`config.mk`:
```
export PLATFORM = sky130hd
export DESIGN_NAME = alu_req_sched
export DESIGN_NICKNAME = d
export VERILOG_FILES = /design/src/rtl/alu_req_sched.sv
export SDC_FILE = /design/constraint.sdc
export NUM_CORES = 1
export LEC_CHECK = 0
export ABC_AREA = 1
export CELL_PAD_IN_SITES_DETAIL_PLACEMENT = 1
export CELL_PAD_IN_SITES_GLOBAL_PLACEMENT = 2
export CORE_ASPECT_RATIO = 1.5
export CORE_MARGIN = 1.5
export CORE_UTILIZATION = 18
export DETAILED_ROUTE_END_ITERATION = 16
export PLACE_DENSITY_LB_ADDON = 0.1
export SLEW_MARGIN = 20
export SYNTH_ARGS = -nofsm -noshare
export SYNTH_HDL_FRONTEND = slang
export SYNTH_SLANG_ARGS = --single-unit
export TNS_END_PERCENT = 30
```
`constraint.sdc`:
```
create_clock -name clk -period 2.8 [get_ports clk]
set_input_delay 0.56 -clock clk [delete_from_list [all_inputs] [get_ports clk]]
set_output_delay 0.56 -clock clk [all_outputs]
set_load 0.02 [all_outputs]
```
`src/rtl/alu_req_sched.sv`:
```
`default_nettype none
// ============================================================================
// Module  : alu_req_sched
// Purpose : round-robin arbiter sharing one single-cycle ALU among NREQ units
// Revision: 1.0
// ============================================================================
module alu_req_sched #(
  parameter int NREQ = 4,
  parameter int W    = 32
) (
  input  logic                clk,
  input  logic                rst_n,
  input  logic [NREQ-1:0]     req_valid_i,
  output logic [NREQ-1:0]     req_ready_o,
  input  logic [NREQ*W-1:0]   req_a_i,
  input  logic [NREQ*W-1:0]   req_b_i,
  input  logic [NREQ*4-1:0]   req_op_i,
  output logic [W-1:0]        alu_a_o,
  output logic [W-1:0]        alu_b_o,
  output logic [3:0]          alu_op_o,
  input  logic [W-1:0]        alu_result_i,
  output logic [NREQ-1:0]     rsp_valid_o,
  input  logic [NREQ-1:0]     rsp_ready_i,
  output logic [W-1:0]        rsp_data_o,
  output logic                busy_o,
  output logic [2:0]          grant_id_o
);

  typedef enum logic [1:0] {
    S_IDLE  = 2'd0,
    S_ISSUE = 2'd1,
    S_RESP  = 2'd2
  } state_t;

  state_t          state_q, state_d;
  logic [2:0]      ptr_q, ptr_d;
  logic [2:0]      grant_q, grant_d;
  logic [W-1:0]    a_q, a_d;
  logic [W-1:0]    b_q, b_d;
  logic [3:0]      op_q, op_d;
  logic [W-1:0]    rsp_data_q, rsp_data_d;
  logic [NREQ-1:0] rsp_valid_q, rsp_valid_d;

  logic [7:0]      valid_ext;
  logic [7:0]      rsp_ready_ext;
  logic            found;
  logic [2:0]      gnt;
  logic [3:0]      idx;
  logic [W-1:0]    sel_a;
  logic [W-1:0]    sel_b;
  logic [3:0]      sel_op;

  // Pad to 8 bits so a 3-bit requester index can address any NREQ.
  assign valid_ext     = 8'(req_valid_i);
  assign rsp_ready_ext = 8'(rsp_ready_i);

  function automatic logic [NREQ-1:0] onehot(input logic [2:0] id);
    logic [NREQ-1:0] v;
    v = '0;
    for (int i = 0; i < NREQ; i++) begin
      if (id == 3'(i)) v[i] = 1'b1;
    end
    return v;
  endfunction

  // First valid requester at or after ptr, wrapping modulo NREQ.
  always_comb begin
    found = 1'b0;
    gnt   = 3'd0;
    idx   = 4'd0;
    for (int k = 0; k < NREQ; k++) begin
      idx = {1'b0, ptr_q} + 4'(k);
      if (idx >= 4'(NREQ)) idx = idx - 4'(NREQ);
      if (!found && valid_ext[idx[2:0]]) begin
        found = 1'b1;
        gnt   = idx[2:0];
      end
    end
  end

  always_comb begin
    sel_a  = '0;
    sel_b  = '0;
    sel_op = '0;
    for (int i = 0; i < NREQ; i++) begin
      if (gnt == 3'(i)) begin
        sel_a  = req_a_i[i*W +: W];
        sel_b  = req_b_i[i*W +: W];
        sel_op = req_op_i[i*4 +: 4];
      end
    end
  end

  always_comb begin
    state_d     = state_q;
    ptr_d       = ptr_q;
    grant_d     = grant_q;
    a_d         = a_q;
    b_d         = b_q;
    op_d        = op_q;
    rsp_data_d  = rsp_data_q;
    rsp_valid_d = rsp_valid_q;
    req_ready_o = '0;
    case (state_q)
      S_IDLE: begin
        if (found) begin
          req_ready_o = onehot(gnt) & {NREQ{rst_n}};
          a_d         = sel_a;
          b_d         = sel_b;
          op_d        = sel_op;
          grant_d     = gnt;
          state_d     = S_ISSUE;
        end
      end
      S_ISSUE: begin
        rsp_data_d  = alu_result_i;
        rsp_valid_d = onehot(grant_q);
        state_d     = S_RESP;
      end
      S_RESP: begin
        // Only the granted requester's rsp_ready completes the response.
        if (rsp_ready_ext[grant_q]) begin
          rsp_valid_d = '0;
          ptr_d       = (grant_q == 3'(NREQ-1)) ? 3'd0 : grant_q + 3'd1;
          state_d     = S_IDLE;
        end
      end
      default: begin
        state_d = S_IDLE;
      end
    endcase
  end

  always_ff @(posedge clk or negedge rst_n) begin
    if (!rst_n) begin
      state_q     <= S_IDLE;
      ptr_q       <= 3'd0;
      grant_q     <= 3'd0;
      a_q         <= '0;
      b_q         <= '0;
      op_q        <= 4'd0;
      rsp_data_q  <= '0;
      rsp_valid_q <= '0;
    end else begin
      state_q     <= state_d;
      ptr_q       <= ptr_d;
      grant_q     <= grant_d;
      a_q         <= a_d;
      b_q         <= b_d;
      op_q        <= op_d;
      rsp_data_q  <= rsp_data_d;
      rsp_valid_q <= rsp_valid_d;
    end
  end

  assign alu_a_o     = a_q;
  assign alu_b_o     = b_q;
  assign alu_op_o    = op_q;
  assign rsp_data_o  = rsp_data_q;
  assign rsp_valid_o = rsp_valid_q;
  assign busy_o      = (state_q != S_IDLE);
  assign grant_id_o  = grant_q;

endmodule
`default_nettype wire

```
==> metrics.md, run 1 <==
| Metric | Value |
|---|---|
| First-pass GRT wire length | `52600 um` |
| Initial antenna violation count | `3` |
| Multi-input logic area | `3650 um^2` |
| CP required | `2.24 ns` |
| Hold WS | `0.301 ns` |
| Total CTS buffers | `9` |
| Largest net degree at the start of global routing | `113` |
| Max_slew headroom | `0.524` |
| Register Area | `2800 um^2` |
| Crit end category | `output port` |
| Synth Net Count | `1347` |
| Arr. time, crit path | `2.20 ns` |
| Number of fill cells in the layout | `4627` |
| RSZ-0062 raised after global routing | `true` |
| M3 GR Usage | `0.0506` |
| Max cap viols | `0` |
| Drt drc | `0` |
| Vias | `8291` |
| Min Tclk post-route | `2.76 ns` |
| Mapped Area | `6920 um^2` |
| Reg2reg start | `ptr_q[0]` |
| Max Fclk | `0.362 GHz` |
| Grt ovf | `0` |
| Register area share after synthesis | `0.405` |
| DP Wirelength | `26700 um` |
| Port buffer count | `425` |
| H-Tree Depth | `3` |
| Root Driver | `clkbuf_16` |
| Average size of a mapped cell | `6.73 um^2` |
| Total Wirelength | `35800 um` |
| Synth top area cells | `dfrtp_1 (41%), nand2_1 (19%), nand3_1 (15%), nor2_1 (6.4%), o21ai_0 (3.2%)` |
| Die width | `163 um` |
| Startpoint Class | `primary input` |
| Detail Route Antenna Nets | `0` |
| Final #Nets | `1755` |
| Area Overhead vs Synth | `78.2%` |
| Worst vdd ir | `0.235 mV` |
| Row cnt | `87` |
| Routed wire per std cell | `18.6 um` |
| DRT iter0 DRCs | `313` |
| LEAKAGE | `5.58 nW` |
| Share of cells above drive strength 1 | `0.0819` |
| All-Layer GR Usage | `0.178` |
| Setup_tns | `0 ns` |
| I/O pin total | `426` |
| Actual slew at the worst max-slew pin | `0.715 ns` |
| Die Ht | `243 um` |
| Setup Viol. Count Final | `0` |
| Synth Instances | `1027` |
| Maximum root-to-sink buffer count | `2` |
| Grt met1 use | `0.178` |
| Clk slew on worst S/H paths | `0.08 ns` |
| Synth Register Bits | `112` |
| Status | `complete, no violations` |
| GR peak layer | `met2` |
| Hold_buf cts | `0` |
| R2R depth | `17` |
| Most common cell after layout, fill and taps aside | `clkdlybuf4s50_1` |
| Post-synth top area share | `0.405` |
| Max Fanout on Critical Path | `5` |
| Worst Skew | `0.00982 ns` |
| Number of global-route vias before repair | `8725` |
| Post-placement cell count | `1903` |
| Initial core utilization | `0.183` |
| R2r endpoint | `alu_b_o[13]` |
| Slew Viols, Final | `0` |
| CTS tree | `built` |
| WS Path Type | `primary input to output port` |
| Met2 Track Usage GR | `0.346` |
| YS warnings | `0` |
| Hold Path Class | `primary input to async pin` |
| Hold Fails Final Rpt | `0` |
| Area leader, netlist | `dfrtp_1` |
| DRT Pass-1 Iters | `4` |
| Final period util | `0.987` |
| P per Cell Area | `323 nW/um^2` |
| Non-Filler Instances | `1930` |
| Placer Congestion | `0.751` |
| Via-to-Cell Ratio | `4.30` |
| Post-synthesis cell type count | `30` |
| Worst-skew pair later-pin latency | `0.38 ns` |
| Clock sink count | `112` |
| Die area | `39600 um^2` |
| Commonest non-fill, non-tap cells in the layout | `clkdlybuf4s50_1 (418), nand2_1 (337), nand3_1 (201), nor2_1 (113), dfrtp_1 (112)` |
| Core box area | `37800 um^2` |
| Tot Pwr | `3.98 mW` |
| R2r setup slk | `0.16 ns` |
[worst max-delay path: stages]
cell and delay, ns:
clkdlybuf4s50_1 0.44, inv_1 0.08, nand2_2 0.06, nand3_1 0.10
nand2_2 0.08, nor2_4 0.13, nand4_1 0.16, nand3_4 0.17
buf_6 0.12, nand2_4 0.06, nor2_4 0.11, buf_6 0.12
[registers in the layout, summed over array words and instances (netlist names)]
name and count:
grant_id_o 3, ptr_q 3, alu_b_o 32, alu_a_o 32, rsp_valid_o 4, alu_op_o 4, state_q 2, rsp_data_o 32
[report_power, final]
group / leakage (nW) / total, mW / internal (mW) / switching, mW
clock network: 0.157 / 1.45 / 0.725 / 0.728
registers: 1.37 / 1.62 / 1.62 / 0
logic: 4.06 / 0.907 / 0.532 / 0.375
[Yosys cell counts, drive strengths merged]
cell type    n
o22ai        1
ha           6
inv         60
nand3b      11
nor3         3
nand2      355
a21oi        1
clkinv       2
o21ai       50
nand4       16
or2         10
and2         1
nor2       121
nand3      208
buf         49
dfrtp      112
clkbuf      21
[routing by layer]
| layer | share of wire | wire length (um) |
|---|---|---|
| met1 | 0.36 | 13000 |
| met5 | 0.00036 | 13 |
| met3 | 0.070 | 2490 |
| met2 | 0.55 | 19600 |
| met4 | 0.020 | 733 |
[worst max-delay path by stage]
stage,cells after the start,slack (ns),to,startpoint
after floorplan,11,0.02,req_ready_o[2],ptr_q[0]
after global placement,11,-0.55,req_ready_o[2],req_valid_i[0]
after detailed placement,10,-0.60,req_ready_o[2],req_valid_i[2]
after CTS,12,-0.004,req_ready_o[0],req_valid_i[3]
after global routing,11,-0.08,req_ready_o[3],ptr_q[0]
final,12,0.04,req_ready_o[3],req_valid_i[3]
[logic make-up (layout without fill, tap and decap cells)]
family / after synthesis / in the layout / synth area share
other: 0 / 1 / 0
AOI/OAI and AO/OA: 52 / 52 / 0.0378
DFF: 112 / 112 / 0.405
adders and majority gates: 6 / 6 / 0.0109
and+or+nand+nor: 725 / 725 / 0.457
buffers and inverters: 132 / 545 / 0.0892
[per-stage QoR]
step           cell area, um^2  worst slack [ns]  utilization
2_1_floorplan             6920            0.0196            -
3_3_place_gp             11700            -0.551        0.309
3_5_place_dp             11700            -0.600        0.309
4_1_cts                  12200          -0.00373        0.323
5_1_grt                  12300           -0.0751        0.326
6_report                 12300            0.0357        0.326
[timing repair]
| action | 4_1_cts | 5_1_grt |
|---|---|---|
| endpoints found under the setup margin | 63 | 71 |
| endpoints found under the hold margin | 0 | 0 |
| gates resized for setup | 59 | 21 |
| cloned | 0 | 1 |
| pin swaps | 19 | 13 |
| buffers inserted | 4 | 5 |
[cell type report]
class                      count  area share
clock inverter                 7     0.00772
timing repair buffer         467       0.381
clock buffer                   9      0.0183
tap                          489      0.0497
antenna                        1    0.000203
inverter                      62      0.0199
sequential                   112       0.227
multi-input combinational    783       0.296
(Power assumes the default switching activity.)
==> run 2, diff against run 1 <==
CORE_MARGIN = 3   (was 1.5)
==> metrics.md, run 2 (synthesis results as in run 1) <==
| Metric | Value |
|---|---|
| I/O pin total | `426 (unchanged)` |
| Place WS | `-0.627 ns (-0.0271 ns)` |
| P per Cell Area | `311 nW/um^2 (-3.6%)` |
| Reg2reg start | `ptr_q[0]` |
| Initial antenna violation count | `3 (unchanged)` |
| Max Fanout on Critical Path | `3 (-2)` |
| Die width | `166 um (+1.8%)` |
| Hold Path Class | `primary input to async pin` |
| Area Overhead vs Synth | `83.8%` |
| Detail Route Antenna Nets | `0 (unchanged)` |
| Worst Skew | `0.00967 ns (-0.000159 ns)` |
| Max cap viols | `0 (unchanged)` |
| Startpoint Class | `primary input` |
| Vias | `8517 (+2.7%)` |
| Clk slew on worst S/H paths | `0.08 ns (about the same)` |
| Final period util | `1.08 (+0.0965)` |
| Core box area | `37800 um^2 (unchanged)` |
| H-Tree Depth | `3 (unchanged)` |
| Failing checks | `negative setup slack` |
| Die Ht | `246 um (+1.2%)` |
| DRT Pass-1 Iters | `4 (unchanged)` |
| Arr. time, crit path | `2.47 ns (+0.27 ns)` |
| DP Wirelength | `27500 um (+3.3%)` |
| Clock sink count | `112 (unchanged)` |
| Worst vdd ir | `0.227 mV (-3.4%)` |
| Crit end category | `output port` |
| Maximum root-to-sink buffer count | `2 (unchanged)` |
| Commonest non-fill, non-tap cells in the layout | `clkdlybuf4s50_1 (417), nand2_1 (337), nand3_1 (199), nor2_1 (114), dfrtp_1 (112)` |
| Row cnt | `87 (unchanged)` |
| Slew Viols, Final | `0 (unchanged)` |
| Share of cells above drive strength 1 | `0.0997 (+0.0177)` |
| Hold Fails Final Rpt | `0 (unchanged)` |
| Worst-skew pair later-pin latency | `0.38 ns (about the same)` |
| All-Layer GR Usage | `0.172 (-0.00624)` |
| Initial core utilization | `0.183 (unchanged)` |
| Port buffer count | `425 (unchanged)` |
| Placer Congestion | `0.768 (+2.2%)` |
| Root Driver | `clkbuf_16` |
| Largest net degree at the start of global routing | `113 (unchanged)` |
| Post-route core utilization | `0.337 (+0.0103)` |
| Total CTS buffers | `9 (unchanged)` |
| Via-to-Cell Ratio | `4.35 (+1.4%)` |
| Max incr delay on CP | `0.50 ns (+0.06 ns)` |
| R2r endpoint | `alu_b_o[7]` |
| Final #Nets | `1780 (+1.4%)` |
| Number of global-route vias before repair | `8995 (+3.1%)` |
| Setup ws final | `-0.234 ns (-0.270 ns)` |
| CP required | `2.24 ns (about the same)` |
| First-pass GRT wire length | `54000 um (+2.7%)` |
| Hold WS | `0.287 ns (-0.0136 ns)` |
| WS Path Type | `primary input to output port` |
| LEAKAGE | `5.75 nW (+3.1%)` |
| Min Tclk post-route | `3.03 ns (+0.270 ns)` |
| Worst path cell trace | `clkdlybuf4s50_1 -> nand2_1 -> nand2_1 -> nor2_1 -> nor2_4 -> nand3b_1 -> nand2_2 -> inv_4 -> nand2_4 -> buf_6 -> buf_6 -> nor3_4 -> buf_6 -> buf_12` |
| DRT iter0 DRCs | `234 (-25%)` |
| Setup Viol. Count Final | `4 (+4)` |
| CTS tree | `built` |
| Drt drc | `0 (unchanged)` |
| Die area | `40900 um^2 (+3.1%)` |
| Routed wire per std cell | `19.3 um (+4.1%)` |
| R2r setup slk | `0.10 ns (-0.06 ns)` |
| Max_slew headroom | `0.543 (+0.0190)` |
| R2R depth | `17 (unchanged)` |
| Most common cell after layout, fill and taps aside | `clkdlybuf4s50_1` |
| Total Wirelength | `37800 um (+5.5%)` |
| Status | `finished with violations` |
| Actual slew at the worst max-slew pin | `0.686 ns (-0.0285 ns)` |
| Setup_tns | `-0.554 ns (-0.554 ns)` |
| CP most frequent cell | `buf_6` |
| Grt ovf | `0 (unchanged)` |
| Max Fclk | `0.330 GHz (-8.9%)` |
| CP max stage cell | `clkdlybuf4s50_1` |
| RSZ-0062 raised after global routing | `true` |
## run 2: changes by cell type in the layout (fill, tap and decap cells not counted), sizes merged, moves of 2 or more
cell,before,now
dlymetal6s2s,0,3
dlygate4sd2,2,0
clkbuf,12,17
buf,44,64
## run 2: worst max path at each step
stage | start | to | slack [ns] | cells past startpoint
2_1_floorplan | ptr_q[0] | req_ready_o[2] | 0.02 | 11
3_3_place_gp | req_valid_i[0] | req_ready_o[2] | -0.61 | 10
3_5_place_dp | req_valid_i[0] | req_ready_o[2] | -0.63 | 10
4_1_cts | ptr_q[0] | req_ready_o[0] | -0.29 | 15
5_1_grt | ptr_q[0] | req_ready_o[0] | -0.40 | 12
6_report | req_valid_i[0] | req_ready_o[0] | -0.23 | 14
## run 2: cell type report
type,instances,area (um^2)
fillers,4620,25100
diodes,2,5.00
inverters,62,245
clock buffers,9,225
flip-flops and latches,112,2800
well taps,489,612
multi-input cells,783,3670
repair buffers,492,5080
clock inverters,7,72.6
## run 2: critical path, delay by kind of cell
family,cells,cell delay (ns)
simple gates,8,0.87
buf+inv,6,1.03
## run 2: report_power, final
part | switching (mW) | internal, mW
clock | 0.729 | 0.634
combinational | 0.398 | 0.578
sequential | 0 | 1.62
## run 2: what timing repair did
item,CTS,global route
hold buffers,0,0
setup buffers,10,12
pin swaps,17,15
resized for setup,51,39
hold endpoints to repair,0,0
gates cloned,0,8
endpoints found under the setup margin,72,73
## run 2: per-stage QoR
step / power, mW / cell area (um^2) / instances
after floorplan: 1.94 / 6920 / 1027
after global placement: 2.54 / 11800 / 1908
after detailed placement: 2.55 / 11800 / 1908
after CTS: 3.98 / 12300 / 1934
after global routing: 4.16 / 12700 / 1955
final: 3.95 / 12700 / 1956
## run 2: layer usage
metal | up-vias | global-route usage | routed length (um) | share of wire
met4 | 2 | 0.0548 | 754 | 0.020
li1 | 4154 | - | - | -
met2 | 266 | 0.339 | 21000 | 0.55
met1 | 4069 | 0.171 | 13500 | 0.36
met3 | 26 | 0.0512 | 2540 | 0.067
met5 | - | 0 | 13 | 0.00034
==> run 3, diff against run 2 <==
--- a/config.mk
+++ b/config.mk
@@ -13,5 +13,5 @@
 export CORE_UTILIZATION = 18
 export DETAILED_ROUTE_END_ITERATION = 16
-export PLACE_DENSITY_LB_ADDON = 0.1
+export PLACE_DENSITY = 0.83
 export SLEW_MARGIN = 20
 export SYNTH_ARGS = -nofsm -noshare
==> constraint.sdc (replaced) <==
create_clock -name clk -period 2.8 [get_ports clk]
set_input_delay 0.56 -clock clk [delete_from_list [all_inputs] [get_ports clk]]
set_output_delay 0.56 -clock clk [all_outputs]
set_load 0.01 [all_outputs]
==> metrics.md, run 3 (synthesis results as in run 1) <==
| Metric | Value |
|---|---|
| Crit end category | `output port` |
| Detail Route Antenna Nets | `0 (unchanged)` |
| Startpoint Class | `flop` |
| Share of cells above drive strength 1 | `0.0809 (-0.0187)` |
| Via-to-Cell Ratio | `4.36 (about the same)` |
| Setup Viol. Count Final | `3 (-1)` |
| Hold Path Class | `primary input to async pin` |
| Final period util | `1.05 (-0.0294)` |
| Post-route core utilization | `0.327 (-0.00994)` |
| DP Wirelength | `26000 um (-5.4%)` |
| Tot Pwr | `3.90 mW (-1.4%)` |
| RSZ-0062 raised after global routing | `true` |
| Worst vdd ir | `0.237 mV (+4.4%)` |
| Total CTS buffers | `9 (unchanged)` |
| Actual slew at the worst max-slew pin | `0.916 ns (+0.229 ns)` |
| Grt ovf | `0 (unchanged)` |
| Initial antenna violation count | `0 (-3)` |
| Routed wire per std cell | `18.1 um (-6.6%)` |
| Drt drc | `0 (unchanged)` |
| Place WS | `-0.584 ns (+0.0430 ns)` |
| Hold Fails Final Rpt | `0 (unchanged)` |
| CP required | `2.24 ns (about the same)` |
| CTS tree | `built` |
| Status | `finished with violations` |
| Largest net degree at the start of global routing | `70 (-38%)` |
| Post-placement cell count | `1907 (-0.052%)` |
| Number of global-route vias before repair | `8976 (-0.21%)` |
| DRT iter0 DRCs | `315 (+35%)` |
| Critical path startpoint | `ptr_q[0]` |
| Die Ht | `246 um (unchanged)` |
| All-Layer GR Usage | `0.164 (-0.00804)` |
| Maximum root-to-sink buffer count | `2 (unchanged)` |
| Arr. time, crit path | `2.39 ns (-0.08 ns)` |
| Setup ws final | `-0.152 ns (+0.0824 ns)` |
| Root Driver | `clkbuf_16` |
| Clock sink count | `112 (unchanged)` |
| Hold_buf cts | `0 (unchanged)` |
| N_diodes | `0 (-2)` |
| Final #Nets | `1761 (-1.1%)` |
| H-Tree Depth | `3 (unchanged)` |
| Most common cell after layout, fill and taps aside | `clkdlybuf4s50_1` |
| WS Path Type | `flop to output port` |
| Register Area | `2800 um^2 (unchanged)` |
| LEAKAGE | `5.58 nW (-3.0%)` |
| Max_slew headroom | `0.390 (-0.153)` |
| Placer Congestion | `0.798 (+3.9%)` |
| Commonest non-fill, non-tap cells in the layout | `clkdlybuf4s50_1 (416), nand2_1 (343), nand3_1 (200), nor2_1 (115), dfrtp_1 (112)` |
| Die width | `166 um (unchanged)` |
| Hold WS | `0.304 ns (+0.0164 ns)` |
| I/O pin total | `426 (unchanged)` |
| Area after DPL | `11700 um^2 (-0.21%)` |
| DRT Pass-1 Iters | `4 (unchanged)` |
| Clk slew on worst S/H paths | `0.08 ns (about the same)` |
| Initial core utilization | `0.183 (unchanged)` |
| Area Overhead vs Synth | `78.4%` |
| Slew Viols, Final | `0 (unchanged)` |
| Core box area | `37800 um^2 (unchanged)` |
| Design area | `12300 um^2 (-3.0%)` |
| Failing checks | `negative setup slack` |
| Non-Filler Instances | `1935 (-1.1%)` |
| First-pass GRT wire length | `52200 um (-3.4%)` |
| Total Wirelength | `34900 um (-7.6%)` |
| Setup_tns | `-0.242 ns (+0.312 ns)` |
| Max Fanout on Critical Path | `5 (+2)` |
| Reg2reg start | `ptr_q[0]` |
| Multi-input logic area | `3590 um^2 (-2.1%)` |
| Worst Skew | `0.0230 ns (+0.0133 ns)` |
| Min Tclk post-route | `2.95 ns (-0.0824 ns)` |
| Port buffer count | `425 (unchanged)` |
| Worst-skew pair later-pin latency | `0.38 ns (about the same)` |
| Number of fill cells in the layout | `4629 (+0.19%)` |
| Max Fclk | `0.339 GHz (+2.8%)` |
| Max cap viols | `0 (unchanged)` |
| P per Cell Area | `316 nW/um^2 (+1.6%)` |
| Die area | `40900 um^2 (unchanged)` |
| Vias | `8432 (-1.0%)` |
| Row cnt | `87 (unchanged)` |
## run 3: cell types whose count changed in the layout (fill, tap and decap cells not counted), sizes merged, moves of 2 or more
cell / before / now
dlygate4sd2: 0 / 4
diode: 2 / 0
dlymetal6s2s: 3 / 0
clkbuf: 17 / 11
buf: 64 / 50
## run 3: final timing paths
check,endpoint,slack [ns],depth (start not counted)
min in group clk,alu_op_o[2],0.48,2
max in group asynchronous,alu_a_o[26],1.76,2
worst max-delay path,req_ready_o[0],-0.15,12
worst max register to register,alu_a_o[1],0.17,16
worst min-delay path,alu_a_o[17],0.30,2
worst min register to register,alu_op_o[2],0.48,2
## run 3: what timing repair did
item,CTS,global route
buffers inserted,8,1
pin swaps,13,1
resized for setup,51,9
setup endpoints to repair,64,72
gates cloned,1,2
## run 3: layout make-up
type | count | area share
Tap cell | 489 | 0.0496
Timing Repair Buffer | 473 | 0.388
Multi-Input combinational cell | 783 | 0.291
Clock inverter | 7 | 0.00669
Clock buffer | 9 | 0.0183
Sequential cell | 112 | 0.227
Inverter | 62 | 0.0194
## run 3: routing by layer
layer | wire (um) | global-route usage | vias up | share of wire
met5 | 0 | 0 | - | 0
met4 | 799 | 0.0458 | 0 | 0.023
met3 | 2190 | 0.0464 | 38 | 0.063
met2 | 19000 | 0.318 | 291 | 0.54
met1 | 12900 | 0.171 | 3996 | 0.37
li1 | - | - | 4107 | -
## run 3: critical path, cell delays in order (launching register included)
cell and delay [ns]:
dfrtp_1 0.41, inv_4 0.06, ha_4 0.29, inv_4 0.05, nand3_2 0.08, nand3_2 0.14
nand4_1 0.18, buf_4 0.15, nand3_4 0.09, buf_12 0.14, nor3_4 0.21, buf_6 0.13
buf_12 0.10
## run 3: report_power, final
group          internal (mW)  leakage (nW)  switching, mW
Combinational          0.540          4.06          0.375
Clock                  0.639         0.145          0.727
Sequential              1.62          1.37              0
Total                   2.80          5.58           1.10
